## src/rtl/tcam_route_ctrl.sv

```systemverilog
// Command initiator for the TCAM routing-table wrapper: arbitrates write, lookup
// and flush requests into one-cycle MODE pulses and returns lookup responses.
//
// state | meaning
// ------+------------------------------------------------------------------
// INIT  | first cycle after reset release, MODE=I
// IDLE  | arbitration point, priority fl_req > wr_valid > lk_valid
// FLUSH | MODE=F driven for one cycle, fl_done pulse
// WRITE | MODE=W driven for one cycle; also arbitrates so W->W / W->C run back to back
// CMP   | MODE=C driven for one cycle
// WAIT  | MODE=I, counting down to the cycle DstID_In is valid
// RSP   | response held until rsp_ready
module tcam_route_ctrl #(
    parameter int ID_Width    = 4,
    parameter int AddressSize = 4,
    parameter int LK_LAT      = 4,
    parameter int CNT_W       = 16
) (
    input  logic                     clk,
    input  logic                     rst_n,
    input  logic                     wr_valid,
    output logic                     wr_ready,
    input  logic [AddressSize-1:0]   wr_addr,
    input  logic [ID_Width-1:0]      wr_key,
    input  logic [ID_Width-1:0]      wr_dst,
    input  logic                     wr_en_entry,
    input  logic                     lk_valid,
    output logic                     lk_ready,
    input  logic [ID_Width-1:0]      lk_pkt_id,
    input  logic                     fl_req,
    output logic                     fl_done,
    output logic                     rsp_valid,
    input  logic                     rsp_ready,
    output logic [ID_Width-1:0]      rsp_dst,
    output logic                     rsp_hit,
    output logic [CNT_W-1:0]         lk_count,
    output logic [CNT_W-1:0]         hit_count,
    output logic [2:0]               MODE,
    output logic [ID_Width-1:0]      PacketID_In,
    output logic [2*ID_Width-1:0]    Data_In,
    output logic [2*ID_Width-1:0]    Mskb_In,
    output logic [AddressSize-1:0]   A_In,
    output logic                     Vbe_In,
    output logic                     Dcs_In,
    output logic                     Vbi_In,
    input  logic [ID_Width-1:0]      DstID_In
);

    localparam logic [2:0] MODE_I = 3'b000;
    localparam logic [2:0] MODE_W = 3'b001;
    localparam logic [2:0] MODE_F = 3'b011;
    localparam logic [2:0] MODE_C = 3'b100;

    typedef enum logic [2:0] {
        S_INIT,
        S_IDLE,
        S_FLUSH,
        S_WRITE,
        S_CMP,
        S_WAIT,
        S_RSP
    } state_t;

    state_t     state;
    logic [3:0] wait_cnt;
    logic       arb_slot;
    logic       dst_hit;

    assign arb_slot = (state == S_IDLE) || (state == S_WRITE);
    assign wr_ready = arb_slot && !fl_req;
    assign lk_ready = arb_slot && !fl_req && !wr_valid;
    assign dst_hit  = (DstID_In != '0);

    always_ff @(posedge clk) begin
        if (!rst_n) begin
            state       <= S_INIT;
            wait_cnt    <= '0;
            MODE        <= MODE_I;
            PacketID_In <= '0;
            Data_In     <= '0;
            Mskb_In     <= '0;
            A_In        <= '0;
            Vbe_In      <= 1'b0;
            Dcs_In      <= 1'b0;
            Vbi_In      <= 1'b0;
            fl_done     <= 1'b0;
            rsp_valid   <= 1'b0;
            rsp_dst     <= '0;
            rsp_hit     <= 1'b0;
            lk_count    <= '0;
            hit_count   <= '0;
        end else begin
            // operands only live for the single command cycle
            MODE        <= MODE_I;
            PacketID_In <= '0;
            Data_In     <= '0;
            Mskb_In     <= '0;
            A_In        <= '0;
            Vbe_In      <= 1'b0;
            Dcs_In      <= 1'b0;
            Vbi_In      <= 1'b0;
            fl_done     <= 1'b0;

            case (state)
                S_INIT: state <= S_IDLE;
                S_IDLE, S_WRITE: begin
                    if (fl_req) begin
                        state   <= S_FLUSH;
                        MODE    <= MODE_F;
                        fl_done <= 1'b1;
                    end else if (wr_valid) begin
                        state   <= S_WRITE;
                        MODE    <= MODE_W;
                        Data_In <= {wr_key, wr_dst};
                        Mskb_In <= '1;
                        A_In    <= wr_addr;
                        Vbe_In  <= 1'b1;
                        Dcs_In  <= 1'b1;
                        Vbi_In  <= wr_en_entry;
                    end else if (lk_valid) begin
                        state       <= S_CMP;
                        MODE        <= MODE_C;
                        PacketID_In <= lk_pkt_id;
                    end else begin
                        state <= S_IDLE;
                    end
                end
                S_FLUSH: state <= S_IDLE;
                S_CMP: begin
                    state    <= S_WAIT;
                    wait_cnt <= 4'(LK_LAT - 1);
                end
                S_WAIT: begin
                    if (wait_cnt == '0) begin
                        state     <= S_RSP;
                        rsp_valid <= 1'b1;
                        rsp_dst   <= DstID_In;
                        rsp_hit   <= dst_hit;
                        if (lk_count != '1)
                            lk_count <= lk_count + 1'b1;
                        if (dst_hit && (hit_count != '1))
                            hit_count <= hit_count + 1'b1;
                    end else begin
                        wait_cnt <= wait_cnt - 1'b1;
                    end
                end
                S_RSP: begin
                    if (rsp_ready) begin
                        rsp_valid <= 1'b0;
                        state     <= S_IDLE;
                    end
                end
                default: state <= S_INIT;
            endcase
        end
    end

endmodule

```

## config.mk

```make
export PLATFORM = sky130hd
export DESIGN_NAME = tcam_route_ctrl
export DESIGN_NICKNAME = d
export VERILOG_FILES = /design/src/rtl/tcam_route_ctrl.sv
export SDC_FILE = /design/constraint.sdc
export NUM_CORES = 1
export LEC_CHECK = 0
export ABC_AREA = 1
export CORE_ASPECT_RATIO = 1.5
export CORE_MARGIN = 2
export CORE_UTILIZATION = 35
export CTS_BUF_LIST = sky130_fd_sc_hd__clkbuf_16
export CTS_CLUSTER_DIAMETER = 80
export CTS_CLUSTER_SIZE = 28
export DETAILED_ROUTE_END_ITERATION = 12
export RECOVER_POWER = 100
export SYNTH_ARGS = -nofsm -noshare
export SYNTH_HDL_FRONTEND = slang
export SYNTH_SLANG_ARGS = --single-unit
```

## constraint.sdc

```tcl
create_clock -name clk -period 4.45 [get_ports clk]
set_clock_uncertainty 0.15 [all_clocks]
set_input_delay 1.1125 -clock clk [delete_from_list [all_inputs] [get_ports clk]]
set_output_delay 1.1125 -clock clk [all_outputs]
set_load 0.1 [all_outputs]
```

* Word level (Yosys, flattened, before mapping) *
Index checks and enable logic that the tools add are counted.

word-level totals
  register bits = 75
  input bits = 27
  output and inout port bits = 71
  word-level logic and storage cells = 75

cells by class
  $add $sub $neg = 3
  equality and inequality tests = 11
  multiplexer cells = 17
  bitwise operators = 4
  reductions and logical operators = 24

operator list
  operator                                                             count
  16-bit by 1-bit adder with 16-bit output (second input constant)     2
  16-bit != test (second input constant)                               2
  3-bit 2-to-1 mux                                                     6
  3-bit case mux with 5 select lines                                   1
  3-bit == test (second input constant)                                3
  3-bit AND reduction                                                  3
  8-bit 2-to-1 mux                                                     1
  4-bit case mux with 2 select lines                                   1
  2-bit AND reduction                                                  4
  4-bit OR reduction                                                   2
  3-bit by 2-bit == test with 1-bit output (second input constant)     2
  2-bit != test (second input constant)                                3
  5-bit OR reduction                                                   1
  4-bit zero test                                                      1
  1-bit 2-to-1 mux                                                     4
  2-bit 2-to-1 mux                                                     2
  4-bit 2-to-1 mux                                                     1
  1-bit NOT                                                            4
  2-bit nonzero test                                                   2
  4-bit nonzero test                                                   1
  2-bit OR reduction                                                   2
  4-bit by 1-bit subtractor with 4-bit output (second input constant)  1
  3-bit by 1-bit == test with 1-bit output (second input constant)     1
  1-bit logical AND                                                    3
  other kinds (5)                                                      6

* Longest topological paths before layout *
  depth in word-level cells = 4
  gate-level depth with buffers = 11
  gate-level depth less buffers = 9

* Least setup slack after synthesis *
OpenSTA, ideal clock, no wires.

  path kind = in2out
  from = input port fl_req
  to = output port wr_ready
  data arrival time = 2,366 ps
  data required time = 3,188 ps
  setup slack = 822 ps
  stages on the path = 1
  buffers on the path = 0
  cell sequence = nor2_1

on the way
  cells in the longest elaborated chain, start to end = 2

ends and longest elaborated chain
  element             line  text
  start: declaration  30    input logic fl_req,
  1-bit zero test     70    assign wr_ready = arb_slot && !fl_req;
  1-bit logical AND   70
  end: declaration    22    output logic wr_ready,

Every way passes these cells.

* Final worst setup path *
Ends and elaborated chain as after synthesis.

==> reports/results.tsv <==
stage	metric	value	unit
status	status	finished, final reports clean	
timing	hold_viol	0	
power_and_ir_drop	power	1.44	mW
clock_tree	cts_setup_buffers	0	
timing	tns	0	ns
power_and_ir_drop	power.internal	1.07	mW
placement	place_ws	1.04	ns
clock_tree	cts_buffer_depth	2	
worst_setup_path	regToRegSetupSlack	2.16	ns
power_and_ir_drop	p_comb_frac	0.100	
power_and_ir_drop	switching_share	0.256	
routing	first_pass_iters	4	
clock_tree	cts_htree_levels	3	
die	die_w	81.5	um
layout	stdcell_area	0.00438	sq mm
synth	synth_area_per_cell	7.07	sq um
global_routing	grt_max_degree	26	
clock_tree	cts.sinks	66	
synth	synth_area	0.00315	sq mm
power_and_ir_drop	clkPwrFrac	0.481	
min_path	hold_path.class	register to register	
timing	timing.hold.ws	0.317	ns
placement	io_buffers	97	
routing	final_antenna_net_count	0	
run	cap_viol_max_count	0	
timing	maxSlewHeadroom	0.222	
layout	diodes	0	
placement	gp_congestion	0.836	
power_and_ir_drop	p_switching	370	uW
worst_setup_path	critPathTopFamily	buffers and inverters	
global_routing	antenna_found_initial	0	
worst_setup_path	r2r_cells	9	
worst_setup_path	cp-start-kind	primary input	
die	initial_utilization	0.359	
synth	synth_cells	446	
worst_setup_path	r2r-end	hit_count[15]$_SDFFE_PN0P_	
routing	vias	3023	
synth	yosys_register_bits	66	
timing	period_minus_slack	3.86	ns
synth	ys_seq_area_frac	0.419	
timing	setup_slack	0.587	ns
timing	drv_slew	0	
die	die_h	120	um
routing	drcViolationCount	0	
power_and_ir_drop	p_seq_frac	0.419	
die	std_cell_rows	42	
layout	fin_nets	566	
die	core	0.00878	sq mm
global_routing	grt_pass1_vias	2804	
worst_setup_path	crit_arrival	2.60	ns
worst_setup_path	path_cells	clkdlybuf4s50_1 > nor2_1 > clkbuf_1	
placement	placed_area	0.00411	sq mm
global_routing	grt_util_all_layers	0.160	
power_and_ir_drop	ir_worst_vdd	0.236	mV
worst_setup_path	rr_startpoint	wait_cnt[0]$_SDFFE_PN0P_	
timing	tightest_slew	1.17	ns
clock_tree	clk_pin_slew	0.05	ns
clock_tree	cts_tree	done	
timing	setup_viol_count_final	0	
worst_setup_path	cp.required	3.19	ns
timing	finalCritPeriodShare	0.868	
die	die_area	0.00980	sq mm
synth	syn_nets	477	
placement	dpl.hpwl	5510	um
global_routing	grt_pass1_wl	12300	um
synth	yosys.cell_types.count	30	
routing	first_iter_violations	150	
worst_setup_path	cpPeakStageDelay	0.87	ns
timing	rsz0062_at_grt	false	
power_and_ir_drop	p_leak	1.89	nW
timing	fmax	259	MHz
clock_tree	cts_made_buffers	9	
layout	drive_gt1_frac	0.0833	
min_path	min_path_cells	2	
die	io_pins	98	
synth	yosysWarnings	0	
worst_setup_path	slowest_stage	clkbuf_1	
routing	routedWlPerCell	11.5	um
worst_setup_path	crit_buf_inv	2	
clock_tree	cts_resized	0	
min_path	hold_start	rsp_hit$_SDFFE_PN0P_	
routing	viasPerCell	4.65	
clock_tree	clkLatencyLatePin	0.33	ns
worst_setup_path	crit_path_end_kind	primary output	
min_path	holdPathEnd	rsp_hit$_SDFFE_PN0P_	
clock_tree	clockRootBuffer	clkbuf_16	
global_routing	overflow	0	
worst_setup_path	critPathKind	primary input to primary output	
worst_setup_path	worstPathMaxFanout	5	
power_and_ir_drop	p_per_area	329	mW/mm^2
routing	routed_wl	7460	um
layout	syn2layout_area_growth	39.0	%
clock_tree	hold_buffers	0	
sequential cells by signal (all words and copies together), names as in the netlist, 2 cells and up:
signal / cells
hit_count: 16
lk_count: 16
Data_In: 8
A_In: 4
PacketID_In: 4
rsp_dst: 4
wait_cnt: 4
state: 3
MODE: 2
how the worst max path moves through the flow:
stage,from,to,cells past startpoint
after floorplan,fl_req,wr_ready,1
after global placement,fl_req,lk_ready,3
after detailed placement,fl_req,lk_ready,3
after CTS,fl_req,lk_ready,3
after global routing,fl_req,wr_ready,3
final,fl_req,wr_ready,3
cells by family after synthesis:
logic type,after synthesis,share of synthesized area
xor gates and xnor gates,5,0.0139
DFF,66,0.419
and+or+nand+nor,242,0.338
buffers and inverters,74,0.115
AOI/OAI and AO/OA,55,0.0980
adders and majority gates,4,0.0159
final cells by class:
cell class	instances	area (sq um)
clock inverter	7	68.8
inverter	53	199
timing repair buffer	99	970
multi-input combinational	306	1460
fill	877	4390
sequential	66	1320
tap	110	138
clock buffer	9	225
cell usage after synthesis:
cell type	instances	area, sq um
nand2_1	99	372
nand3_2	2	20.0
nor3_1	4	20.0
a21oi_2	6	52.6
nand4_1	6	37.5
nor2_4	5	56.3
o21ai_1	1	5.00
nor3_2	1	10.0
inv_2	2	7.51
buf_2	2	10.0
o211ai_1	1	7.51
nand2_4	2	22.5
nand3_1	30	150
or2_1	1	6.26
clkbuf_1	3	11.3
nand2_2	6	37.5
inv_1	50	188
nor2_1	81	304
nor2_2	4	25.0
dfxtp_1	66	1320
ha_1	4	50.1
buf_6	6	67.6
a31oi_1	1	6.26
xnor2_1	5	43.8
o21ai_0	14	70.1
a21oi_1	30	150
clkinv_1	1	3.75
buf_4	10	75.1
o21ai_2	2	17.5
and3_1	1	6.26
through the flow:
| step | utilization | std cells |
|---|---|---|
| after floorplan | - | 446 |
| after global placement | 0.468 | 634 |
| after detailed placement | 0.468 | 634 |
| after CTS | 0.502 | 650 |
| after global routing | 0.500 | 650 |
| final | 0.500 | 650 |
layout by cell type, fill, tap and decap left out:
cell             synthesis  layout
nor3_2                   1       1
nor3_1                   4       4
nor2_1                  81      81
a31oi_1                  1       1
o211ai_1                 1       1
and3_1                   1       1
or2_1                    1       1
clkbuf_16                0       9
clkbuf_1                 3       3
clkinv_1                 1       1
nand3_2                  2       2
a21oi_1                 30      32
a21oi_2                  6       4
o21ai_2                  2       2
ha_1                     4       4
nand4_1                  6       6
inv_6                    0       1
clkinvlp_4               0       2
nand2_1                 99      99
nor2_4                   5       5
clkdlybuf4s50_1          0      25
inv_2                    2       2
xnor2_1                  5       5
o21ai_0                 14      15
bufinv_16                0       1
nand2_4                  2       2
nand2_2                  6       6
buf_4                   10       1
nand3_1                 30      30
dfxtp_1                 66      66
nor2_2                   4       4
inv_1                   50      50
dlygate4sd3_1            0      70
clkinv_2                 0       3
per-layer routing:
| layer | vias up | share of wire | global-route usage |
|---|---|---|---|
| met5 | - | 0 | 0 |
| met4 | 0 | 0.025 | 0.0784 |
| met3 | 14 | 0.056 | 0.0485 |
| met2 | 69 | 0.51 | 0.274 |
| met1 | 1370 | 0.41 | 0.176 |
| li1 | 1570 | - | - |
worst min-delay path: stages, from the launching register on:
cell     delay, ns
dfxtp_1       0.31
nand2_1       0.06
a21oi_1       0.05
power by group through the flow:
stage	combinational, mW	sequential [mW]	clock, mW
6_report	0.145	0.605	0.694
5_1_grt	0.154	0.605	0.739
4_1_cts	0.151	0.605	0.716
3_5_place_dp	0.150	0.618	0
3_3_place_gp	0.149	0.617	0
2_1_floorplan	0.0653	0.657	0
Power figures use the tool's default switching activity.
